### config.mk
export PLATFORM = sky130hd
export DESIGN_NAME = insn_stream_encoder
export DESIGN_NICKNAME = d
export VERILOG_FILES = /design/src/rtl/insn_stream_encoder_pkg.sv /design/src/rtl/insn_field_packer.sv /design/src/rtl/insn_stream_encoder.sv
export SDC_FILE = /design/constraint.sdc
export NUM_CORES = 1
export LEC_CHECK = 0
export CORE_UTILIZATION = 42
export CTS_CLUSTER_SIZE = 20
export DETAILED_ROUTE_END_ITERATION = 8
export GPL_TIMING_DRIVEN = 1
export PLACE_DENSITY = 0.77
export SLEW_MARGIN = 30
export SYNTH_ARGS = -nofsm -noshare
export SYNTH_HDL_FRONTEND = slang
export SYNTH_HIERARCHICAL = 1
export SYNTH_SLANG_ARGS = --single-unit
### constraint.sdc
create_clock -name clk -period 1.7 [get_ports clk]
set_input_delay 0.17 -clock clk [delete_from_list [all_inputs] [get_ports clk]]
set_output_delay 0.17 -clock clk [all_outputs]
set_load 0.01 [all_outputs]
### src/rtl/insn_stream_encoder_pkg.sv
// insn_stream_encoder_pkg: RV32I opcode/funct constants, request op codes and encoder state type.
// INSN_ENCODER_NOP_PAD_EN adds the PAD state.
package insn_stream_encoder_pkg;
  localparam logic [6:0] OPC_LOAD = 7'b0000011;
  localparam logic [6:0] OPC_STORE = 7'b0100011;
  localparam logic [6:0] OPC_OP = 7'b0110011;
  localparam logic [6:0] OPC_BRANCH = 7'b1100011;
  localparam logic [2:0] F3_W = 3'b010;
  localparam logic [2:0] F3_AND = 3'b111;
  localparam logic [2:0] F3_OR = 3'b110;
  localparam logic [2:0] F3_ADD = 3'b000;
  localparam logic [2:0] F3_BEQ = 3'b000;
  localparam logic [2:0] F3_BLT = 3'b100;
  localparam logic [6:0] F7_BASE = 7'b0000000;
  localparam logic [6:0] F7_SUB = 7'b0100000;
  localparam logic [31:0] NOP_WORD = 32'h00000013;
  typedef enum logic [2:0] {OP_LW, OP_SW, OP_AND, OP_OR, OP_ADD, OP_SUB, OP_BEQ, OP_BLT} req_op_e;
`ifdef INSN_ENCODER_NOP_PAD_EN
  typedef enum logic [1:0] {RUN = 2'd0, PAD = 2'd1, DONE = 2'd2} state_e;
`else
  typedef enum logic [1:0] {RUN = 2'd0, DONE = 2'd2} state_e;
`endif
endpackage

### src/rtl/insn_field_packer.sv
// insn_field_packer: packs one instruction request into its 32-bit RV32I word.
module insn_field_packer
  import insn_stream_encoder_pkg::*;
(
  input  logic [2:0]  op,
  input  logic [4:0]  rs1,
  input  logic [4:0]  rs2,
  input  logic [4:0]  rd,
  input  logic [11:0] imm,
  output logic [31:0] word
);
  logic [31:0] r_word, b_word;
  always_comb begin
    r_word = {op == OP_SUB ? F7_SUB : F7_BASE, rs2, rs1,
              op == OP_AND ? F3_AND : op == OP_OR ? F3_OR : F3_ADD, rd, OPC_OP};
    // branch imm holds the halfword offset imm[12:1], so every bit shifts down by one
    b_word = {imm[11], imm[9:4], rs2, rs1, op == OP_BLT ? F3_BLT : F3_BEQ, imm[3:0], imm[10], OPC_BRANCH};
    word = op == OP_LW ? {imm, rs1, F3_W, rd, OPC_LOAD} :
           op == OP_SW ? {imm[11:5], rs2, rs1, F3_W, imm[4:0], OPC_STORE} :
           (op == OP_BEQ || op == OP_BLT) ? b_word : r_word;
  end
endmodule

### src/rtl/insn_stream_encoder.sv
// insn_stream_encoder: encodes instruction requests into RV32I words written sequentially to instruction memory.
// Define INSN_ENCODER_NOP_PAD_EN to fill the remaining memory with NOPs after the last instruction.
module insn_stream_encoder
  import insn_stream_encoder_pkg::*;
#(
  parameter int ADDR_W = 8
) (
  input  logic              clk,
  input  logic              rst_n,
  input  logic              clear,
  input  logic              req_valid,
  output logic              req_ready,
  input  logic [2:0]        req_op,
  input  logic [4:0]        req_rs1,
  input  logic [4:0]        req_rs2,
  input  logic [4:0]        req_rd,
  input  logic [11:0]       req_imm,
  input  logic              req_last,
  output logic              mem_we,
  output logic [ADDR_W-1:0] mem_addr,
  output logic [31:0]       mem_wdata,
  output logic              busy,
  output logic              done,
  output logic              overflow
);
  localparam logic [ADDR_W-1:0] LAST_ADDR = '1;
`ifdef INSN_ENCODER_NOP_PAD_EN
  localparam state_e AFTER_LAST = PAD;
`else
  localparam state_e AFTER_LAST = DONE;
`endif
  state_e state_q, state_d;
  logic [ADDR_W-1:0] count_q, count_d;
  logic we_q, we_d, last_q, last_d, started_q, started_d, overflow_q, overflow_d;
  logic [31:0] wdata_q, wdata_d, enc_word;
  logic in_run, in_pad, at_end, write, finish, accept;
  insn_field_packer u_packer (
    .op   (req_op),
    .rs1  (req_rs1),
    .rs2  (req_rs2),
    .rd   (req_rd),
    .imm  (req_imm),
    .word (enc_word)
  );
  always_comb begin
    in_run = state_q == RUN;
`ifdef INSN_ENCODER_NOP_PAD_EN
    in_pad = state_q == PAD;
`else
    in_pad = 1'b0;
`endif
    at_end = count_q == LAST_ADDR;
    write = (in_run && we_q) || in_pad;
    // the write now issuing is the program's last or lands on the final address: stop accepting
    finish = in_run && we_q && (last_q || at_end);
    req_ready = in_run && !finish;
    accept = req_valid && req_ready && !clear;
    state_d = clear ? RUN :
              finish ? ((last_q && !at_end) ? AFTER_LAST : DONE) :
              (in_pad && at_end) ? DONE : state_q;
    count_d = clear ? '0 : (write && !at_end) ? count_q + 1'b1 : count_q;
    we_d = accept;
    last_d = accept && req_last;
    wdata_d = accept ? enc_word : wdata_q;
    started_d = !clear && (started_q || accept);
    overflow_d = !clear && (overflow_q || (finish && !last_q));
  end
  always_ff @(posedge clk or negedge rst_n) begin
    if (!rst_n) begin
      state_q <= RUN;
      count_q <= '0;
      we_q <= 1'b0;
      last_q <= 1'b0;
      started_q <= 1'b0;
      overflow_q <= 1'b0;
      wdata_q <= '0;
    end else begin
      state_q <= state_d;
      count_q <= count_d;
      we_q <= we_d;
      last_q <= last_d;
      started_q <= started_d;
      overflow_q <= overflow_d;
      wdata_q <= wdata_d;
    end
  end
  assign mem_we = write;
  assign mem_addr = count_q;
  assign mem_wdata = in_pad ? NOP_WORD : wdata_q;
  assign busy = (in_run && started_q) || in_pad;
  assign done = state_q == DONE;
  assign overflow = overflow_q;
endmodule
Word-level counts from Yosys, hierarchy flattened
Index checks and enable logic that the tools add are counted.

storage, ports and cells
  register bits after elaboration = 46
  output and inout port bits = 45
  bits of input ports = 35
  logic and storage cells = 50

cells by class
  reduce and logical (&&, ||, !) cells = 23
  muxes and demuxes = 11
  equal/unequal tests = 8
  add/subtract/negate cells = 1

operators by type and width
  operator                                                         number
  32-bit 2-to-1 mux                                                3
  8-bit 2-to-1 mux                                                 2
  1-bit logical AND                                                11
  3-bit == test, second input constant                             3
  3-bit 2-to-1 mux                                                 3
  8-bit by 1-bit adder with 8-bit output, second input constant    1
  8-bit == test, second input constant                             1
  3-bit by 2-bit == test with 1-bit output, second input constant  2
  6-bit 2-to-1 mux                                                 1
  1-bit zero test                                                  4
  1-bit logical OR                                                 4
  2-bit 2-to-1 mux                                                 2
  2-bit nonzero test                                               2
  3-bit by 1-bit == test with 1-bit output, second input constant  1
  3-bit zero test                                                  1
  2-bit == test, second input constant                             1
  2-bit zero test                                                  1

Depth between registers and ports, before layout
Gate-level depths: netlist of run 1.

  word-level depth = 9
  depth in mapped cells = 7
  gate-level depth less buffers = 6

By module
The synthesis of run 1 kept the hierarchy.

by module, submodules not included
  module               cells each  area each (um^2)  sequential area each (um^2)  times used
  insn_stream_encoder  128         1954.4            1126.1                       1
  insn_field_packer    79          470.5             0.0                          1

Worst setup path before layout of run 1
No wires, ideal clock.

  path kind = reg-to-reg
  start = reg count_q[0] (netlist: mem_addr[0])
  end = reg wdata_q[0] (netlist: mem_wdata[0])
  buffers on the path = 1
  path slack = -0.245 ns
  clock period less this slack = 1.945 ns
  stages on the path, launching flop included = 7
  data required time = 1.575 ns
  setup time = 0.125 ns
  arrival time = 1.820 ns
  path through = dfrtp_1 -> ha_1 -> nand4_4 -> o31a_1 -> nand3b_4 -> buf_8 -> mux2_4

between the ends
  word-level cells in the longest chain between the ends = 7

ends and longest elaborated chain
  element                         RTL line                   text
  from (decl)                     insn_stream_encoder.sv:33  logic [ADDR_W-1:0] count_q, count_d;
  from (signal assigned)          insn_stream_encoder.sv:79  count_q <= count_d;
  8-bit == test                   insn_stream_encoder.sv:52  at_end = count_q == LAST_ADDR;
  1-bit logical OR                insn_stream_encoder.sv:55  finish = in_run && we_q && (last_q || at_end);
  1-bit logical AND               insn_stream_encoder.sv:55
  1-bit zero test                 insn_stream_encoder.sv:56  req_ready = in_run && !finish;
  1-bit logical AND               insn_stream_encoder.sv:56
  named net req_ready             insn_stream_encoder.sv:12  output logic req_ready,
  1-bit logical AND (2 in a row)  insn_stream_encoder.sv:57  accept = req_valid && req_ready && !clear;
  to (signal assigned)            insn_stream_encoder.sv:84  wdata_q <= wdata_d;
  to (decl)                       insn_stream_encoder.sv:35  logic [31:0] wdata_q, wdata_d, enc_word;

The timed path passes the listed nets, and every way through them passes these cells.
A chain may end at the register's enable or synchronous reset.

Worst setup path in the final report of run 1
  start = reg count_q[1] (netlist: mem_addr[1])
  end = out req_ready

between the ends
  word-level cells in the longest chain between the ends = 5

ends and longest elaborated chain
  element            RTL line
  8-bit == test      insn_stream_encoder.sv:52
  1-bit logical OR   insn_stream_encoder.sv:55
  1-bit logical AND  insn_stream_encoder.sv:55
  1-bit zero test    insn_stream_encoder.sv:56
  1-bit logical AND  insn_stream_encoder.sv:56
  to (decl)          insn_stream_encoder.sv:12

No other way between the ends.

==> results of run 1 <==
==> repair_timing <==
action,in CTS,in global routing
endpoints found under the setup margin,15,34
endpoints found under the hold margin,16,0
buffers inserted,0,1
hold buffers,1,0
gates resized for setup,6,3
==> flip-flops by register name (all words and copies together) (netlist names) <==
| name | cells |
|---|---|
| last_q | 1 |
| overflow | 1 |
| we_q | 1 |
| state_q | 1 |
| mem_addr | 8 |
| mem_wdata | 32 |
| started_q | 1 |
==> kinds of logic (layout without fill, tap and decap cells) <==
family	Yosys count	after routing	share of synthesized area [%]
AND/OR/NAND/NOR	61	61	13.3
flip-flops	45	45	46.4
AO/OA/AOI/OAI	33	33	9.13
other	2	4	0.310
adder cells (fa/ha/maj)	5	5	2.58
buffers and inverters	23	126	7.02
multiplexers	33	33	19.5
XOR/XNOR	5	5	1.81
==> worst register-to-register path, delay by kind of cell, from the launching register on <==
kind	cells	cell delay [ns]
simple gates	2	0.27
buf+inv	1	0.18
mux	1	0.32
flops	1	0.39
fa+ha+maj	1	0.15
compound gates	1	0.31
==> metal layers <==
metal	up-vias	GRT usage, %
met5	-	0
met4	0	8.89
met3	10	4.47
met2	49	32.7
met1	899	23.5
li1	904	-
==> cells in the mapped netlist, drive strengths merged, types with 3 or more instances <==
cell	instances	share of area, %
nor3b	3	0.93
mux2	32	19
inv	6	0.93
o211ai	3	0.93
o21a	7	2.2
o21ai	11	2.3
dfrtp	45	46
xor2	5	1.8
nor2b	4	1.0
o22a	5	1.8
a21oi	3	0.62
buf	15	5.8
ha	5	2.6
nor2	13	2.0
nand2	30	4.6
==> power groups by stage <==
stage               Combinational [mW]  Clock [mW]  Sequential [mW]
global placement                 0.844           0             1.31
floorplan                        0.333           0             1.37
detailed placement               0.858           0             1.31
CTS                              0.881       0.838             1.30
global route                     0.935       0.883             1.31
finish                           0.874       0.814             1.30
==> layout make-up <==
cell class	count	share of cell area, %
Clock buffer	7	2.39
Clock inverter	1	0.832
Inverter	6	0.624
Multi-Input combinational cell	141	32.4
Sequential cell	45	31.3
Tap cell	72	2.50
Timing Repair Buffer	112	29.9
==> through the flow <==
stage / utilization [%] / hold slack, ns / power, mW
floorplan: - / -0.126 / 1.70
finish: 65.1 / 0.339 / 2.98
global route: 65.1 / 0.375 / 3.13
global placement: 62.2 / 0.120 / 2.15
CTS: 64.8 / 0.345 / 3.02
detailed placement: 62.2 / 0.126 / 2.17
==> worst max-delay path by stage <==
stage / from / end / slack (ns) / cells after the start
after floorplan: mem_addr[0]$_DFFE_PN0P_ / mem_wdata[0]$_DFFE_PN0P_ / -0.09 / 6
after global placement: req_op[1] / mem_wdata[10]$_DFFE_PN0P_ / -0.08 / 5
after detailed placement: req_op[1] / mem_wdata[28]$_DFFE_PN0P_ / -0.20 / 4
after CTS: mem_addr[1]$_DFFE_PN0P_ / mem_wdata[0]$_DFFE_PN0P_ / -0.03 / 6
after global routing: mem_addr[1]$_DFFE_PN0P_ / mem_wdata[17]$_DFFE_PN0P_ / -0.07 / 6
final: mem_addr[1]$_DFFE_PN0P_ / req_ready / -0.01 / 4
==> impl_metrics.env, run 1 <==
export IMPL_status="finished with violations"
export IMPL_violations_in_the_final_reports="negative setup slack"
export IMPL_effective_utilization_at_floorplan_pct=43.8
export IMPL_fin_tns_setup_ns=-0.0326
export IMPL_tritoncts_clock_tree="done"
export IMPL_drc=0
export IMPL_worstHoldPathType="primary input to asynchronous set/reset pin"
export IMPL_routed_wl_met3_um=228
export IMPL_drt_first_iter_violations=65
export IMPL_antenna_violations_before_repair=0
export IMPL_critical_path_n_buffers_inverters=1
export IMPL_setup_worst_path_start_class="flop"
export IMPL_pin_count=80
export IMPL_max_clock_freq_mhz=584
export IMPL_m1WireLength_um=2410
export IMPL_num_nets_final=351
export IMPL_number_of_register_bits_inferred_by_synthesis=45
export IMPL_num_vias=1862
export IMPL_p_leak_nw=1.71
export IMPL_syn_to_final_growth_pct=48.8
export IMPL_fin_crit_share_pct=101
export IMPL_power_switching_uw=724
export IMPL_deepest_level_of_the_cts_h_tree=2
export IMPL_count_of_unique_library_cells_instantiated_by_yosys=38
export IMPL_dr_max_layer_used="met4"
export IMPL_tritoncts_num_sinks=45
export IMPL_register_share_of_total_power_pct=43.4
export IMPL_clock_latency_ns=0.29
export IMPL_final_instance_count_excl_fill=384
export IMPL_finalCriticalPeriod_ns=1.71
export IMPL_power_combinational_fraction_pct=29.3
export IMPL_synth_enable_flop_cells=0
export IMPL_drt_wirelength_per_cell_um=14.5
export IMPL_most_frequent_standard_cell_in_the_layout_excluding_fill_and_tap_cells="sky130_fd_sc_hd__clkdlybuf4s50_1"
export IMPL_worst_setup_path_end_kind="output port"
export IMPL_grt_pass1_vias=1917
export IMPL_core_area_sq_mm=0.00554
export IMPL_place_inst=374
export IMPL_critPathTopFamily="flip-flops"
export IMPL_rows=27
export IMPL_reg2reg_to="mem_wdata[17]$_DFFE_PN0P_"
export IMPL_synthCells=207
export IMPL_power_per_cell_area_mw_per_mm2=827
export IMPL_cts_reportedPaths_clkPinSlew_ns=0.08
export IMPL_grt_pass1_wl_um=9070
export IMPL_timing_clock_skew_ns=0.00623
export IMPL_maximum_number_of_pins_on_one_net_before_global_route_repair=30
export IMPL_layout_drive_gt1_share_pct=26.3
export IMPL_post_dp_cell_area_sq_mm=0.00345
export IMPL_required_ns=1.53
export IMPL_crit_slowest_cell="sky130_fd_sc_hd__dfrtp_2"
export IMPL_critPathKind="flop to output port"
export IMPL_firstDrtPassIters=4
export IMPL_max_clock_path_buffers=2
export IMPL_synth_top_flop_cell="sky130_fd_sc_hd__dfrtp_1"
export IMPL_r2r_setup_slack_ns=-0.01
export IMPL_finalSetupViolations=7
export IMPL_io_port_bufs=79
export IMPL_detail_routed_via_count_per_cell=4.85
export IMPL_cp_cell_sequence="ha_4 -> nand4_4 -> o31a_1 -> dlygate4sd2_1"
export IMPL_yosysWarnings=6
export IMPL_syn_mean_instance_area_sq_um=11.7
export IMPL_finalMaxSlewViolations=0
export IMPL_worst_pin_slew_ns=0.670
export IMPL_final_hold_viol_count=0
export IMPL_design_die_area_sq_mm=0.00608
export IMPL_seq_area_sq_mm=0.00113
export IMPL_cell_internal_pwr_mw=2.26
export IMPL_worst_ir_drop_vdd_mv=0.375
export IMPL_maxcap_violations=0
export IMPL_share_clk_of_total_power_pct=27.3
export IMPL_path_max_fanout=3
export IMPL_gr_overflow_total=0
export IMPL_async_reset_ff_share_pct=100
export IMPL_grt_setup_unrepaired="true"
export IMPL_reg2reg_depth=6
export IMPL_final_fill_count=445
export IMPL_synth_cell_area_sq_mm=0.00242
export IMPL_track_usage_pct=19.4
export IMPL_timing_critical_path_slowest_cell_delay_ns=0.39
export IMPL_switching_share_pct=24.3
export IMPL_cp_data_arrival_time_ns=1.54
export IMPL_critical_path_reg2reg_startpoint="mem_addr[1]$_DFFE_PN0P_"
export IMPL_place_worst_setup_slack_ns=-0.197
export IMPL_post_dp_hpwl_um=4330
export IMPL_final_cell_area_sq_mm=0.00361
export IMPL_diodes=0
export IMPL_slew_limit_headroom_pct=55.2
export IMPL_routability_driven_placement_congestion_ratio=0.860
export IMPL_layout_common_cells="sky130_fd_sc_hd__clkdlybuf4s50_1 (77), sky130_fd_sc_hd__dfrtp_1 (43), sky130_fd_sc_hd__mux2_4 (32)"
export IMPL_ctsRootBufferMaster="sky130_fd_sc_hd__clkbuf_8"
export IMPL_route_antenna_remaining_nets=0
export IMPL_dr_wl_met2_um=2820
export IMPL_tritoncts_num_buffers=5
export IMPL_synth_seq_area_share_pct=46.4
export IMPL_die_h_um=78.0
export IMPL_die_w_um=78.0
export IMPL_wl_um=5580
export IMPL_setup_slack_ns=-0.0113
export IMPL_multi_input_comb_area_sq_mm=0.00117
(Power assumes the default switching activity.)
==> inputs of run 2 (changes only) <==
- ABC_CLOCK_PERIOD_IN_PS: default -> 1700
==> results of run 2 <==
Same layout as run 1: the final DEF is identical, and so are final timing and power.
==> inputs of run 3 (changes only) <==
- SLEW_MARGIN: 30 -> default
==> results of run 3 <==
Same layout as run 1: the final DEF is identical, and so are final timing and power.
